--- config.mk ---
export PLATFORM = sky130hd
export DESIGN_NAME = mole_game_ctrl_flat
export DESIGN_NICKNAME = d
export VERILOG_FILES = /design/src/rtl/mole_game_ctrl_if.sv /design/src/rtl/mole_game_ctrl.sv /design/src/flat_wrapper.sv
export SDC_FILE = /design/constraint.sdc
export NUM_CORES = 1
export LEC_CHECK = 0
export BUFFER_PORTS_ARGS = -buffer_cell sky130_fd_sc_hd__buf_4
export CORE_ASPECT_RATIO = 1.1
export CORE_MARGIN = 4
export CORE_UTILIZATION = 30
export DETAILED_ROUTE_END_ITERATION = 8
export SLEW_MARGIN = 15
export SYNTH_ARGS = -nofsm -noshare
export SYNTH_HDL_FRONTEND = slang
export SYNTH_SLANG_ARGS = --single-unit
--- constraint.sdc ---
create_clock -name iClock -period 4.1 [get_ports iClock]
set_clock_uncertainty 0.15 [all_clocks]
set_input_delay 0.82 -clock iClock [delete_from_list [all_inputs] [get_ports iClock]]
set_output_delay 0.82 -clock iClock [all_outputs]
set_load 0.005 [all_outputs]
--- src/rtl/mole_game_ctrl_if.sv ---
// Board-side bundle for the whack-a-mole controller: buttons in, game status out.
interface mole_game_ctrl_if #(
   parameter int NUM_MOLES = 4,
   parameter int SCORE_W   = 8,
   parameter int LIVES     = 3
);
   localparam int LIVES_W = $clog2(LIVES + 1);

   logic                 iStart;
   logic [NUM_MOLES-1:0] iHit;
   logic [2:0]           oState;
   logic [NUM_MOLES-1:0] oMole;
   logic [SCORE_W-1:0]   oScore;
   logic [LIVES_W-1:0]   oLives;
   logic [5:0]           oLed;
   logic                 oRedraw;

   // Board / testbench side: drives the buttons, watches the status
   modport master (
      output iStart, iHit,
      input  oState, oMole, oScore, oLives, oLed, oRedraw
   );

   // Controller side
   modport slave (
      input  iStart, iHit,
      output oState, oMole, oScore, oLives, oLed, oRedraw
   );
endinterface

--- src/rtl/mole_game_ctrl.sv ---
// Whack-a-mole game sequencer: gap/window timers, LFSR mole pick, score,
// lives and a window that shrinks with every hit down to a floor.
module mole_game_ctrl #(
   parameter int          NUM_MOLES  = 4,
   parameter int          GAP_TICKS  = 12_500_000,
   parameter int          MOLE_TICKS = 50_000_000,
   parameter int          MIN_TICKS  = 10_000_000,
   parameter int          LIVES      = 3,
   parameter int          SCORE_W    = 8,
   parameter logic [15:0] LFSR_SEED  = 16'hACE1
) (
   input  logic             iClock,
   input  logic             iResetn,
   mole_game_ctrl_if.slave  bus
);
   localparam int TW = $clog2((GAP_TICKS > MOLE_TICKS) ? GAP_TICKS : MOLE_TICKS);
   localparam int WW = $clog2(MOLE_TICKS + 1);
   localparam int IW = $clog2(NUM_MOLES);
   localparam int LW = $clog2(LIVES + 1);

   // An all-zero Galois LFSR would lock up, so a zero seed is replaced.
   localparam logic [15:0]        SEED       = (LFSR_SEED == 16'h0000) ? 16'h0001 : LFSR_SEED;
   localparam logic [15:0]        LFSR_MASK  = 16'hB400;
   localparam logic [WW-1:0]      WIN_INIT   = WW'(MOLE_TICKS);
   localparam logic [WW-1:0]      WIN_STEP   = WW'(MOLE_TICKS >> 4);
   localparam logic [WW-1:0]      WIN_MIN    = WW'(MIN_TICKS);
   localparam logic [TW-1:0]      GAP_LOAD   = TW'(GAP_TICKS - 1);
   localparam logic [SCORE_W-1:0] SCORE_MAX  = '1;
   localparam logic [LW-1:0]      LIVES_INIT = LW'(LIVES);
   localparam logic [IW-1:0]      IDX_LAST   = IW'(NUM_MOLES - 1);

   typedef enum logic [2:0] {
      S_IDLE = 3'd0,
      S_GAP  = 3'd1,
      S_UP   = 3'd2,
      S_HIT  = 3'd3,
      S_MISS = 3'd4,
      S_OVER = 3'd5
   } state_t;

   state_t               state_q, state_d;
   logic [TW-1:0]        timer_q, timer_d;
   logic [WW-1:0]        window_q, window_d;
   logic [SCORE_W-1:0]   score_q, score_d;
   logic [LW-1:0]        lives_q, lives_d;
   logic [IW-1:0]        idx_q, idx_d;
   logic [15:0]          lfsr_q, lfsr_next;
   logic                 start_prev_q;
   logic [NUM_MOLES-1:0] hit_prev_q;
   logic                 redraw_q;

   logic                 start_edge;
   logic [NUM_MOLES-1:0] hit_edge;
   logic [NUM_MOLES-1:0] mole_mask;
   logic                 right_hit, wrong_hit;
   logic [IW-1:0]        idx_raw, pick_idx;

   // Score stops at full scale instead of wrapping back to zero.
   function automatic logic [SCORE_W-1:0] sat_inc(input logic [SCORE_W-1:0] v);
      return (v == SCORE_MAX) ? v : v + 1'b1;
   endfunction

   // Window shrinks by MOLE_TICKS/16 per hit, clamped at the floor without underflow.
   function automatic logic [WW-1:0] shrink_window(input logic [WW-1:0] w);
      if (w <= WIN_MIN)              return WIN_MIN;
      if ((w - WIN_MIN) < WIN_STEP)  return WIN_MIN;
      return w - WIN_STEP;
   endfunction

   assign start_edge = bus.iStart & ~start_prev_q;
   assign hit_edge   = bus.iHit & ~hit_prev_q;
   assign mole_mask  = {{(NUM_MOLES-1){1'b0}}, 1'b1} << idx_q;
   assign right_hit  = |(hit_edge & mole_mask);
   assign wrong_hit  = |(hit_edge & ~mole_mask);

   assign lfsr_next  = lfsr_q[0] ? ((lfsr_q >> 1) ^ LFSR_MASK) : (lfsr_q >> 1);
   assign idx_raw    = IW'(lfsr_q % 16'(NUM_MOLES));
   // idx_q doubles as the previous mole, so the same mole never shows twice in a row.
   assign pick_idx   = (idx_raw != idx_q)    ? idx_raw :
                       (idx_raw == IDX_LAST) ? '0      : idx_raw + 1'b1;

   // Next-state and datapath updates for the game sequence.
   always_comb begin
      state_d  = state_q;
      timer_d  = timer_q;
      window_d = window_q;
      score_d  = score_q;
      lives_d  = lives_q;
      idx_d    = idx_q;
      case (state_q)
         S_IDLE, S_OVER: begin
            if (start_edge) begin
               state_d  = S_GAP;
               timer_d  = GAP_LOAD;
               score_d  = '0;
               lives_d  = LIVES_INIT;
               window_d = WIN_INIT;
            end
         end
         S_GAP: begin
            if (timer_q == '0) begin
               state_d = S_UP;
               idx_d   = pick_idx;
               timer_d = TW'(window_q - 1'b1);
            end else begin
               timer_d = timer_q - 1'b1;
            end
         end
         S_UP: begin
            if (wrong_hit)           state_d = S_MISS;
            else if (right_hit)      state_d = S_HIT;
            else if (timer_q == '0)  state_d = S_MISS;
            else                     timer_d = timer_q - 1'b1;
         end
         S_HIT: begin
            score_d  = sat_inc(score_q);
            window_d = shrink_window(window_q);
            state_d  = S_GAP;
            timer_d  = GAP_LOAD;
         end
         S_MISS: begin
            if (lives_q == LW'(1)) begin
               state_d = S_OVER;
               lives_d = '0;
            end else begin
               lives_d = lives_q - 1'b1;
               state_d = S_GAP;
               timer_d = GAP_LOAD;
            end
         end
         default: state_d = S_IDLE;
      endcase
   end

   // State register, datapath registers, LFSR and button history.
   always_ff @(posedge iClock) begin
      if (!iResetn) begin
         state_q      <= S_IDLE;
         timer_q      <= '0;
         window_q     <= WIN_INIT;
         score_q      <= '0;
         lives_q      <= LIVES_INIT;
         idx_q        <= '0;
         lfsr_q       <= SEED;
         start_prev_q <= 1'b1;
         hit_prev_q   <= '1;
         redraw_q     <= 1'b0;
      end else begin
         state_q      <= state_d;
         timer_q      <= timer_d;
         window_q     <= window_d;
         score_q      <= score_d;
         lives_q      <= lives_d;
         idx_q        <= idx_d;
         lfsr_q       <= lfsr_next;
         start_prev_q <= bus.iStart;
         hit_prev_q   <= bus.iHit;
         redraw_q     <= (state_d != state_q);
      end
   end

   assign bus.oState  = state_q;
   assign bus.oMole   = (state_q == S_UP) ? mole_mask : '0;
   assign bus.oScore  = score_q;
   assign bus.oLives  = lives_q;
   assign bus.oLed    = 6'b000001 << state_q;
   assign bus.oRedraw = redraw_q;
endmodule

--- src/flat_wrapper.sv ---
// flat-port wrapper written by rule: the top's interface ports become plain ports
module mole_game_ctrl_flat 
#(
   parameter int          NUM_MOLES  = 4,
   parameter int          GAP_TICKS  = 12_500_000,
   parameter int          MOLE_TICKS = 50_000_000,
   parameter int          MIN_TICKS  = 10_000_000,
   parameter int          LIVES      = 3,
   parameter int          SCORE_W    = 8,
   parameter logic [15:0] LFSR_SEED  = 16'hACE1
)
  (iClock, iResetn, bus_iStart, bus_iHit, bus_oState, bus_oMole, bus_oScore, bus_oLives, bus_oLed, bus_oRedraw);
  mole_game_ctrl_if #(.NUM_MOLES(NUM_MOLES), .SCORE_W(SCORE_W), .LIVES(LIVES)) bus_i ();
  input  logic iClock;
  input  logic iResetn;
  input wire logic [$bits(bus_i.iStart)-1:0] bus_iStart;
  input wire logic [$bits(bus_i.iHit)-1:0] bus_iHit;
  output wire logic [$bits(bus_i.oState)-1:0] bus_oState;
  output wire logic [$bits(bus_i.oMole)-1:0] bus_oMole;
  output wire logic [$bits(bus_i.oScore)-1:0] bus_oScore;
  output wire logic [$bits(bus_i.oLives)-1:0] bus_oLives;
  output wire logic [$bits(bus_i.oLed)-1:0] bus_oLed;
  output wire logic [$bits(bus_i.oRedraw)-1:0] bus_oRedraw;
  assign bus_i.iStart = bus_iStart;
  assign bus_i.iHit = bus_iHit;
  assign bus_oState = bus_i.oState;
  assign bus_oMole = bus_i.oMole;
  assign bus_oScore = bus_i.oScore;
  assign bus_oLives = bus_i.oLives;
  assign bus_oLed = bus_i.oLed;
  assign bus_oRedraw = bus_i.oRedraw;
  mole_game_ctrl #(.NUM_MOLES(NUM_MOLES), .GAP_TICKS(GAP_TICKS), .MOLE_TICKS(MOLE_TICKS), .MIN_TICKS(MIN_TICKS), .LIVES(LIVES), .SCORE_W(SCORE_W), .LFSR_SEED(LFSR_SEED)) u_core (.iClock(iClock), .iResetn(iResetn), .bus(bus_i));
endmodule
**Yosys cells after proc, flatten, opt, wreduce, memory -nomap -nowiden**

Index checks and enable logic that the tools add are counted.

- $add $sub $neg: 7
- Order comparisons: 2
- Equality and inequality tests: 16
- Shifts and indexed selects: 2
- Mux-type cells: 35
- Bitwise gates (word level): 8
- Reduce and logical (&&, ||, !) cells: 13

Operators with widths:

| cell | count |
|---|---|
| $mux W26 | 11 |
| $pmux W26 S5 | 1 |
| $pmux W26 S2 | 1 |
| $sub A26 B1 Y26 const B | 2 |
| $le A26 B24 Y1 const B | 1 |
| $logic_not A26 Y1 | 1 |
| $lt A26 B22 Y1 const B | 1 |
| $sub A26 B22 Y26 const B | 1 |
| $sub A26 B24 Y26 const B | 1 |
| $mux W3 | 6 |
| $mux W16 | 1 |
| $mux W8 | 2 |
| $pmux W8 S2 | 1 |
| $pmux W3 S5 | 1 |
| $and A4 B4 Y4 | 3 |
| $ne A2 B2 Y1 const B | 5 |
| $add A8 B1 Y8 const B | 1 |
| $eq A8 B8 Y1 const B | 1 |
| $mux W2 | 4 |
| $not A4 Y4 | 2 |
| $reduce_or A4 Y1 | 2 |
| $eq A3 B2 Y1 const B | 2 |
| $eq A3 B3 Y1 const B | 2 |
| $reduce_and A2 Y1 | 3 |
| 22 further kinds | 27 |

- Register bits: 89
- Input port bits: 7
- Output and inout port bits: 24
- Word-level logic and storage cells: 93

**Longest topological paths before layout**

- Word-level depth: 8
- Gate-level depth with buffers: 12
- Gate-level depth less buffers: 10

**Worst setup path before layout**

OpenSTA, ideal clock, no wires.

- Path type: register to register
- From: register u_core.window_q[7]
- To: register u_core.window_q[19]
- Library setup time: 0.115 ns
- Arrival time: 3.010 ns
- Data required time: 3.835 ns
- Slack: 0.825 ns
- Cell stages (with the launch flop): 13
- Path buffers: 2
- Period minus slack after synthesis: 3.275 ns
- Path through: dfxtp_1 clkbuf_1 inv_1 ha_1 nand3b_1 a2111o_1 o41a_1 o32ai_2 nand3_2 a2111oi_4 buf_6 nand3_1 o21a_1

- Word-level cells in the longest chain between the ends: 8
- Elaborated cells on any way between the ends: 13
- Those cells by class: add/sub: 2; order compare: 2; mux: 9

Ends and longest elaborated chain:

| item | RTL line | source |
|---|---|---|
| start: declaration | mole_game_ctrl.sv:43 | `logic [WW-1:0] window_q, window_d;` |
| start signal: assignment | mole_game_ctrl.sv:151 | `window_q <= window_d;` |
| $sub A26 B24 Y26 | mole_game_ctrl.sv:66 | `if ((w - WIN_MIN) < WIN_STEP) return WIN_MIN;` |
| $lt A26 B22 Y1 | mole_game_ctrl.sv:66 |  |
| $mux W1 (2 in series) | mole_game_ctrl.sv:66 |  |
| $mux W1 | mole_game_ctrl.sv:90 | `case (state_q)` |
| $mux W26 | mole_game_ctrl.sv:67 | `return w - WIN_STEP;` |
| $mux W26 * | mole_game_ctrl.sv:66 |  |
| $pmux W26 S2 * | mole_game_ctrl.sv:90 |  |

Mark *: on every way between the ends. The rest lies on a longest branch, timed or not. The select of a mux whose other input is x is not followed.
A chain may end at the register's enable or synchronous reset.

**Worst setup path after layout**

- From: register u_core.window_q[7]
- To: register u_core.window_q[12]

The elaborated chain is that of the path after synthesis.

==> flow_summary.json <==
{
  "worst_setup_path_start_kind": "flip-flop",
  "cts_tree": "yes",
  "drt_wl_total_mm": 14.32,
  "synthToLayoutAreaGrowth_pct": 14.04,
  "yosysTopAreaCell": "dfxtp_1",
  "drc": 0,
  "grt_use_total": 0.1443,
  "antenna_found_initial": 0,
  "dp_slack_ns": 0.7381,
  "post_cts_resized": 0,
  "finalHoldWorstSlack_ns": 0.2601,
  "timing.final.crit_share": 0.8199,
  "gp_congestion": 0.9096,
  "die_x_um": 135.7,
  "timing.rr.start": "u_core.window_q[7]$_SDFFE_PN1P_",
  "io_buffers": 30,
  "r2r_slack_ns": 0.74,
  "initial_utilization": 0.3045,
  "syn-instance-count": 712,
  "crit_slowest_cell": "dfxtp_1",
  "place.detailed.hpwl_mm": 10.19,
  "gr-total-overflow": 0,
  "dp_cells": 949,
  "async_flop_share": 0,
  "critPathCaptureType": "flip-flop",
  "routed_via_density": 5.277,
  "yosys-top-cells-count": "nor2_1, dfxtp_1, nand2_1, o21ai_0, a21oi_1",
  "min_from": "u_core.lfsr_q[8]$_SDFF_PN0_",
  "final_nets": 740,
  "cts_buffer_depth": 2,
  "power_leakage_nw": 2.298,
  "p_per_area_nw_per_um2": 379.4,
  "drive_above_1_share": 0.1032,
  "synth_flop_cell": "dfxtp_1",
  "reg2reg_to": "u_core.window_q[12]$_SDFFE_PN1P_",
  "die-area_um2": 20150,
  "htreeDepth": 3,
  "core_um2": 17680,
  "grt_max_degree": 41,
  "synth.cell_area_um2": 5381,
  "cts_made_buffers": 9,
  "clkTransAtPathRegs_ns": 0.07,
  "ys_seq_area_frac": 0.3199,
  "grt_pass1_wl_mm": 23.90,
  "synth.most_common_cell": "nor2_1",
  "synth_warnings": 0,
  "outcome": "finished, final reports clean",
  "layout.cells.non_filler": 965,
  "ys_types": 66,
  "ys_seq_elements": 86,
  "antennaDiodeCount": 0,
  "setup_viol": 0,
  "design_area_um2": 6137,
  "setup-tns-final_ns": 0,
  "syn-num-nets": 730,
  "ctsRootBufferMaster": "clkbuf_16",
  "clock_latency_ns": 0.35,
  "dr.pass1.iters": 7,
  "tightest_slew_ns": 0.7841,
  "fin_crit_ns": 3.362,
  "final_antenna_net_count": 0,
  "holdPathEnd": "u_core.lfsr_q[7]$_SDFF_PN1_",
  "syn_area_per_cell_um2": 7.558,
  "hold_viol_final": 0,
  "die_height_um": 148.5,
  "wire_per_inst_um": 14.84,
  "post_cts_buffers": 0,
  "ctsHoldBuffers": 0,
  "drtIter0Drc": 337,
  "row_count": 51,
  "fillers": 1874,
  "synth_top_area_frac": 0.3199,
  "irDropWorstVdd_mv": 0.1998,
  "cpPeakStageDelay_ns": 0.51,
  "relSlewSlack": 0.4638,
  "hp-class": "reg -> reg",
  "synth_area_leaders": "dfxtp_1, nor2_1, o21ai_0",
  "synth_edf_count": 0,
  "path_delay_family": "compound AO/OA/AOI/OAI gates",
  "slew_violations": 0,
  "critPathMaxFanout": 18,
  "rsz0062_at_grt": "no",
  "grt_pass1_vias": 4670,
  "post_dp_cell_area_um2": 5824,
  "worstSetupPathType": "reg -> reg",
  "finalWorstSetupSlack_ns": 0.7383,
  "fmax_mhz": 297.5,
  "r2r_cells": 11,
  "required_ns": 4.20,
  "worst-path-buf-inv": 2,
  "critPathArrivalTime_ns": 3.46,
  "ioPinCount": 31,
  "clock-sinks": 86,
  "total_power_mw": 2.328,
  "via_count": 5092,
  "worstHoldPathCells": 1,
  "post-route-util": 0.3472,
  "path_cells": "inv_1 > ha_1 > nand3b_1 > a2111o_1 > o41a_1 > o32ai_2 > nand3_2 > a2111oi_4 > buf_4 > nand2b_1 > a22o_1",
  "maxCapViolCount": 0
}
## logic make-up (layout without fill, tap and decap cells)
logic type | count (synthesis) | after routing | share of synthesized area
compound gates | 212 | 212 | 0.2625
buf+inv | 70 | 85 | 0.05394
xor+xnor | 35 | 35 | 0.05696
flops | 86 | 86 | 0.3199
mux | 6 | 6 | 0.01349
simple gates | 292 | 292 | 0.2676
fa+ha+maj | 11 | 11 | 0.02558
## state kept, by name (all words and copies together), names as in the netlist
register	cells
u_core.bus.oScore	8
u_core.start_prev_q	1
u_core.bus.oRedraw	1
u_core.bus.oState	3
u_core.timer_q	26
u_core.lfsr_q	16
u_core.idx_q	2
u_core.hit_prev_q	4
u_core.bus.oLives	2
u_core.window_q	23
## cell type report
cell class	count	area (um^2)	share of cell area
Clock buffer	10	239.0	0.03894
Clock inverter	6	73.82	0.01203
Inverter	23	86.33	0.01407
Multi-Input combinational cell	556	3373	0.5496
Sequential cell	86	1722	0.2805
Tap cell	238	297.8	0.04852
Timing Repair Buffer	46	345.3	0.05627
## cells in the final DEF (no fill, tap or decap), drive strengths merged, types with 4 or more instances in the layout
master and count:
nor2 87, dfxtp 86, o21ai 61, nand2 60, a21oi 50, buf 46
nor3 30, inv 26, nand2b 24, nand3 21, xnor2 18, xor2 17
nor2b 12, a22oi 11, ha 11, nor4 11, clkbuf 10, and3 9
or3 9, a31oi 9, nand4 8, a21o 8, o21a 8, o22ai 7
and2 7, a211oi 6, mux2i 5, a311oi 5, o221ai 5, o32ai 5
nor3b 4, nand3b 4, a2111oi 4
## report_power, final
part	switching (mW)	leakage, nW	internal [mW]
clock network	0.374	0.154	0.499
logic	0.281	1.44	0.191
registers	0.0945	0.704	0.889
## routing by layer
layer  vias to the layer above  routed length [um]  global-route usage
li1                       2594                   -                   -
met1                      2354                6808              0.1951
met2                       121                6638              0.2331
met3                        23                 588             0.02571
met4                         0                 281             0.04788
met5                         -                   0                   0
## worst max path at each step
stage	startpoint	to	slack (ns)	cells past startpoint
5_1_grt	u_core.window_q[7]$_SDFFE_PN1P_	u_core.window_q[20]$_SDFFE_PN1P_	0.45	11
6_report	u_core.window_q[7]$_SDFFE_PN1P_	u_core.window_q[12]$_SDFFE_PN1P_	0.74	11
4_1_cts	u_core.window_q[7]$_SDFFE_PN1P_	u_core.window_q[12]$_SDFFE_PN1P_	0.74	11
2_1_floorplan	u_core.window_q[7]$_SDFFE_PN1P_	u_core.window_q[19]$_SDFFE_PN1P_	0.83	12
3_5_place_dp	u_core.window_q[7]$_SDFFE_PN1P_	u_core.window_q[12]$_SDFFE_PN1P_	0.74	11
3_3_place_gp	u_core.window_q[7]$_SDFFE_PN1P_	u_core.window_q[12]$_SDFFE_PN1P_	0.79	11
(Power assumes the default switching activity.)
